**src/rtl/prog_loader_pkg.sv**
```systemverilog
// Shared definitions for the boot-time program loader.
package prog_loader_pkg;

    // Loader FSM states
    typedef enum logic [2:0] {
        ST_IDLE,
        ST_LEN,
        ST_DATA,
        ST_CSUM,
        ST_DONE,
        ST_ERR
    } state_t;

    // Default frame start byte
    localparam logic [7:0] HDR_DEFAULT = 8'hA5;

    // A LEN byte of zero encodes a full 256-byte payload
    localparam logic [8:0] LEN_ZERO_CNT = 9'd256;

endpackage

```
**src/rtl/prog_loader_if.sv**
```systemverilog
// Byte-stream input and instruction-memory write port of the loader.
interface prog_loader_if #(
    parameter int ADDR_W = 8,
    parameter int DATA_W = 8
);
    logic              RX_VALID;
    logic [DATA_W-1:0] RX_DATA;
    logic              RX_READY;
    logic              MEM_WE;
    logic [ADDR_W-1:0] MEM_ADDR;
    logic [DATA_W-1:0] MEM_WDATA;

    // Loader side: consumes the stream, drives the memory port
    modport slave (
        input  RX_VALID, RX_DATA,
        output RX_READY, MEM_WE, MEM_ADDR, MEM_WDATA
    );

    // Stream source / memory side
    modport master (
        output RX_VALID, RX_DATA,
        input  RX_READY, MEM_WE, MEM_ADDR, MEM_WDATA
    );
endinterface

```
**src/rtl/prog_loader.sv**
```systemverilog
// Framed byte-stream loader: HDR, LEN, payload, CHK. Writes the payload to
// instruction memory from address 0 and releases the CPU on a good checksum.
module prog_loader
    import prog_loader_pkg::*;
#(
    parameter int          ADDR_W = 8,
    parameter int          DATA_W = 8,
    parameter logic [7:0]  HDR    = HDR_DEFAULT
) (
    input  logic           CLK,
    input  logic           RST,
    prog_loader_if.slave   bus,
    output logic           CPU_RST_N,
    output logic           DONE,
    output logic           ERR
);

    state_t            r_state;
    logic [8:0]        r_count;
    logic [DATA_W-1:0] r_sum;
    logic [ADDR_W-1:0] r_addr;
    logic              r_ready;
    logic              r_we;
    logic [ADDR_W-1:0] r_maddr;
    logic [DATA_W-1:0] r_wdata;
    logic              r_cpu_rst_n;
    logic              r_done;
    logic              r_err;

    logic              w_xfer;
    logic [DATA_W-1:0] w_byte;

    assign w_xfer = bus.RX_VALID && r_ready;
    assign w_byte = bus.RX_DATA;

    // FSM, counters and registered outputs; every output comes from a flop
    always_ff @(posedge CLK or negedge RST) begin
        if (!RST) begin
            r_state     <= ST_IDLE;
            r_count     <= '0;
            r_sum       <= '0;
            r_addr      <= '0;
            r_ready     <= 1'b0;
            r_we        <= 1'b0;
            r_maddr     <= '0;
            r_wdata     <= '0;
            r_cpu_rst_n <= 1'b0;
            r_done      <= 1'b0;
            r_err       <= 1'b0;
        end else begin
            // Ready is held low only for the first cycle after reset release
            r_ready <= 1'b1;
            r_we    <= 1'b0;
            if (w_xfer) begin
                case (r_state)
                    ST_IDLE: begin
                        if (w_byte == HDR) r_state <= ST_LEN;
                    end
                    ST_LEN: begin
                        r_count <= (w_byte == '0) ? LEN_ZERO_CNT : 9'(w_byte);
                        r_addr  <= '0;
                        r_sum   <= '0;
                        r_state <= ST_DATA;
                    end
                    ST_DATA: begin
                        // HDR-valued bytes here are ordinary payload
                        r_we    <= 1'b1;
                        r_maddr <= r_addr;
                        r_wdata <= w_byte;
                        r_sum   <= r_sum + w_byte;
                        r_addr  <= r_addr + 1'b1;
                        r_count <= r_count - 9'd1;
                        if (r_count == 9'd1) r_state <= ST_CSUM;
                    end
                    ST_CSUM: begin
                        if (w_byte == r_sum) begin
                            r_state     <= ST_DONE;
                            r_cpu_rst_n <= 1'b1;
                            r_done      <= 1'b1;
                        end else begin
                            r_state <= ST_ERR;
                            r_err   <= 1'b1;
                        end
                    end
                    ST_DONE: begin
                        // A new header re-arms the loader and re-holds the CPU
                        if (w_byte == HDR) begin
                            r_state     <= ST_LEN;
                            r_cpu_rst_n <= 1'b0;
                            r_done      <= 1'b0;
                        end
                    end
                    ST_ERR: begin
                        if (w_byte == HDR) begin
                            r_state <= ST_LEN;
                            r_err   <= 1'b0;
                        end
                    end
                    default: r_state <= ST_IDLE;
                endcase
            end
        end
    end

    assign bus.RX_READY  = r_ready;
    assign bus.MEM_WE    = r_we;
    assign bus.MEM_ADDR  = r_maddr;
    assign bus.MEM_WDATA = r_wdata;
    assign CPU_RST_N     = r_cpu_rst_n;
    assign DONE          = r_done;
    assign ERR           = r_err;

endmodule

```
**src/flat_wrapper.sv**
```systemverilog
// flat-port wrapper written by rule: the top's interface ports become plain ports
module prog_loader_flat import prog_loader_pkg::*;
#(
    parameter int          ADDR_W = 8,
    parameter int          DATA_W = 8,
    parameter logic [7:0]  HDR    = HDR_DEFAULT
)
  (CLK, RST, CPU_RST_N, DONE, ERR, bus_RX_VALID, bus_RX_DATA, bus_RX_READY, bus_MEM_WE, bus_MEM_ADDR, bus_MEM_WDATA);
  prog_loader_if #(.ADDR_W(ADDR_W), .DATA_W(DATA_W)) bus_i ();
  input  logic CLK;
  input  logic RST;
  output logic CPU_RST_N;
  output logic DONE;
  output logic ERR;
  input wire logic [$bits(bus_i.RX_VALID)-1:0] bus_RX_VALID;
  input wire logic [$bits(bus_i.RX_DATA)-1:0] bus_RX_DATA;
  output wire logic [$bits(bus_i.RX_READY)-1:0] bus_RX_READY;
  output wire logic [$bits(bus_i.MEM_WE)-1:0] bus_MEM_WE;
  output wire logic [$bits(bus_i.MEM_ADDR)-1:0] bus_MEM_ADDR;
  output wire logic [$bits(bus_i.MEM_WDATA)-1:0] bus_MEM_WDATA;
  assign bus_i.RX_VALID = bus_RX_VALID;
  assign bus_i.RX_DATA = bus_RX_DATA;
  assign bus_RX_READY = bus_i.RX_READY;
  assign bus_MEM_WE = bus_i.MEM_WE;
  assign bus_MEM_ADDR = bus_i.MEM_ADDR;
  assign bus_MEM_WDATA = bus_i.MEM_WDATA;
  prog_loader #(.ADDR_W(ADDR_W), .DATA_W(DATA_W), .HDR(HDR)) u_core (.CLK(CLK), .RST(RST), .bus(bus_i), .CPU_RST_N(CPU_RST_N), .DONE(DONE), .ERR(ERR));
endmodule
```
**config.mk**
```make
export PLATFORM = sky130hd
export DESIGN_NAME = prog_loader_flat
export DESIGN_NICKNAME = d
export VERILOG_FILES = /design/src/rtl/prog_loader_pkg.sv /design/src/rtl/prog_loader_if.sv /design/src/rtl/prog_loader.sv /design/src/flat_wrapper.sv
export SDC_FILE = /design/constraint.sdc
export NUM_CORES = 1
export LEC_CHECK = 0
export ABC_AREA = 1
export ABC_CLOCK_PERIOD_IN_PS = 1500
export CORE_UTILIZATION = 36
export CTS_CLUSTER_DIAMETER = 100
export DETAILED_ROUTE_END_ITERATION = 10
export SLEW_MARGIN = 20
export SYNTH_ARGS = -nofsm -noshare
export SYNTH_HDL_FRONTEND = slang
export SYNTH_SLANG_ARGS = --single-unit
```
**constraint.sdc**
```tcl
create_clock -name CLK -period 1.5 [get_ports CLK]
set_clock_uncertainty 0.1 [all_clocks]
set_input_delay 0.3 -clock CLK [delete_from_list [all_inputs] [get_ports CLK]]
set_output_delay 0.3 -clock CLK [all_outputs]
set_load 0.01 [all_outputs]
```
==> key figures <==
Clock network
  • Maximum clock path buffer count: 2
  • Clk slew on worst S/H paths: 0.10 ns
  • CTS tree: built
  • Clock latency on the worst-skew pair: 0.31 ns
  • Root buffer cell: clkbuf_8
  • CTS H-tree depth: 2
  • Inserted Clock Buffers: 5
  • Clk sinks: 48

STA
  • Tcrit/Tclk final: 1.023
  • Final setup fails: 8
  • Final hold vios: 0
  • Final Max Tran Viols: 0
  • Hold_ws: 0.3847 ns
  • Tmin final: 1.535 ns
  • Max Freq: 651.6 MHz
  • Unrepaired setup endpoints after global routing: true
  • Final WS setup: -0.03466 ns

Run status
  • Status: finished, violations left
  • Failing checks: setup timing

Worst setup path
  • CP Cell Sequence: ha_4 > fa_2 > or2_4 > nand3_2 > o21ai_2
  • Crit-path max FO: 4
  • CP endpoint: u_core.r_sum[2]$_DFFE_PN0P_
  • R2R Path Start: u_core.r_sum[0]$_DFFE_PN0P_
  • Crit path DAT: 1.65 ns
  • CP top delay family: adder cells
  • Crit path buf inv count: 0
  • FF-to-FF End: u_core.r_sum[2]$_DFFE_PN0P_
  • Crit path from: u_core.r_sum[0]$_DFFE_PN0P_
  • Levels on crit path: 5
  • CP Launch Type: flop
  • Worst R2R Setup Slack: -0.03 ns
  • Critical path class: reg -> reg
  • Worst Path Required: 1.62 ns
  • Depth of the most critical reg-to-reg path: 5
  • Slowest-stage cell, CP: dfrtp_1
  • Max incr delay on CP: 0.42 ns
  • CP endpoint kind: flop

Placed design
  • DPL Wire Length: 5.055 mm
  • Port bufs: 31
  • Cell Area, Placed: 3531 um2
  • Worst slack, placed: -0.4634 ns
  • RD Place Congestion: 0.8568

Die
  • FP Rows: 32
  • Die extent in y: 90.92 um
  • Die ar.: 8266 um2
  • IO Count: 32
  • Starting density of the core: 0.3703
  • Die extent in x: 90.92 um
  • Core area: 7687 um2

Layout
  • Fin area: 3989 um2
  • Post-layout nets: 492
  • Fin util: 0.5189
  • FF/Latch Area: 1204 um2
  • # fillers: 733
  • Layout Area Growth over Synthesis: 40.13%
  • Multi-input logic area: 1549 um2
  • Antenna cell count: 0
  • Layout cells sized above 1: 0.2527

Routing
  • Vias per cell: 4.894
  • Detailed-route DRC error count: 0
  • Vias post-DR: 2804
  • DR pass1 iterations: 5
  • Drt wl/cell: 13.50 um
  • Drt first-iter violations: 144
  • ANT nets after route: 0
  • Final wirelength: 7.736 mm

Logic synthesis
  • Synth cell types: 28
  • Synthesis Warnings: 0
  • FF+latch count, synth: 48
  • Main synth FF type: dfrtp_1
  • Number of synthesized flops with an enable pin: 0
  • Async SR Flop Fraction: 1.000
  • Syn Area/Cell: 7.280 um2
  • Cell area after synthesis: 2846 um2
  • Syn Inst Count: 391
  • Synth cell count leaders: nand2_1, inv_1, dfrtp_1
  • Ranking of synthesized cells by area: dfrtp_1, nand2_1, inv_1
  • Synth top area share: 0.4220
  • Most common cell in the netlist: nand2_1
  • Area leader, netlist: dfrtp_1
  • Seq/Total Area, Yosys: 0.4220
  • Syn nets: 413

GRT
  • First-pass GRT wire length: 11.92 mm
  • Largest net degree at the start of global routing: 49
  • Total GRT Usage: 0.1805
  • Total gr overflow: 0
  • Vias in the first global route: 2586
  • Initial antenna violation count: 0

Power and ir drop
  • Peak supply drop: 0.0007153 V
  • Power per cell area: 1698 nW/um2
  • Leakage power: 0.002086 uW

Min path
  • Type of the most critical hold path: reg -> reg
  • Hold Crit Start: u_core.bus.MEM_WDATA[4]$_DFFE_PN0P_

Run
  • Maxcap violations: 0
==> sequential cells by signal (all words and copies together) (netlist names) <==
signal and cells:
u_core.r_count 9, u_core.bus.MEM_ADDR 8, u_core.bus.MEM_WDATA 8, u_core.r_addr 8
u_core.r_sum 8, u_core.r_state 3, u_core.CPU_RST_N 1, u_core.ERR 1
u_core.bus.MEM_WE 1, u_core.bus.RX_READY 1
==> power by group <==
group | switching (uW) | internal (uW) | leakage [uW]
registers | 446 | 1820 | 0.000621
clock network | 487 | 378 | 0.0000516
logic | 1970 | 1670 | 0.00141
total | 2900 | 3870 | 0.00209
==> how the worst min path moves through the flow <==
| stage | end | cells after the start |
|---|---|---|
| after floorplan | u_core.CPU_RST_N$_DFFE_PN0P_ | 0 |
| after global placement | u_core.bus.MEM_WE$_DFF_PN0_ | 2 |
| after detailed placement | u_core.bus.MEM_WE$_DFF_PN0_ | 2 |
| after CTS | u_core.bus.MEM_WDATA[4]$_DFFE_PN0P_ | 2 |
| after global routing | u_core.r_state[1]$_DFFE_PN0P_ | 3 |
| final | u_core.bus.MEM_WDATA[4]$_DFFE_PN0P_ | 2 |
==> what timing repair did <==
| item | 4_1_cts | 5_1_grt |
|---|---|---|
| endpoints found under the setup margin | 35 | 26 |
| resized for setup | 44 | 61 |
| endpoints found under the hold margin | 48 | 0 |
| buffers inserted | 3 | 6 |
| gates cloned | 0 | 3 |
| hold buffers | 1 | 0 |
| pin swaps | 9 | 13 |
==> per-stage QoR <==
step	instances	TNS, ns	power [uW]
finish	573	-0.1310	6772
global route	573	-2.116	7336
CTS	564	-0.08263	6272
detailed placement	552	-13.29	5362
global placement	552	-12.68	5302
floorplan	391	-0.03612	4078
==> per-layer routing <==
metal	vias to the layer above	routed length, um	share of wire	GRT usage
met2	77	3717	0.48	0.3068
met5	-	0	0	0
met4	0	209	0.027	0.06085
met1	1314	3468	0.45	0.2335
li1	1399	-	-	-
met3	14	340	0.044	0.02778
==> worst register-to-register path, stage by stage, from the launching register on <==
cell	delay (ns)
dfrtp_1	0.42
ha_4	0.18
fa_2	0.37
or2_4	0.24
nand3_2	0.07
o21ai_2	0.05
==> cells by family (layout without fill, tap and decap cells) <==
group	count (synthesis)	in the layout	synth area share
AOI/OAI and AO/OA	57	57	0.1055
adders and majority gates	11	11	0.05099
other	1	1	0.001317
DFF	48	48	0.4220
and+or+nand+nor	205	205	0.3112
buffers and inverters	69	149	0.1090
==> layout by cell type, fill, tap and decap left out, drive strengths merged, types with 2 or more instances in the layout <==
| cell | count |
|---|---|
| inv | 60 |
| dfrtp | 48 |
| nand2 | 128 |
| clkinv | 2 |
| nor3 | 2 |
| dlygate4sd2 | 27 |
| nand3 | 29 |
| o211ai | 2 |
| buf | 48 |
| nand4 | 12 |
| o21ai | 42 |
| ha | 10 |
| nor2 | 33 |
| a21oi | 11 |
| clkbuf | 9 |
==> area by class of cell <==
type | instances | share of cell area
multi-input combinational | 274 | 0.3883
sequential | 48 | 0.3018
timing repair buffer | 81 | 0.1910
inverter | 59 | 0.05991
tap | 102 | 0.03199
clock buffer | 6 | 0.02070
clock inverter | 2 | 0.003450
timing repair inverter | 1 | 0.002823
(Power assumes the default switching activity.)
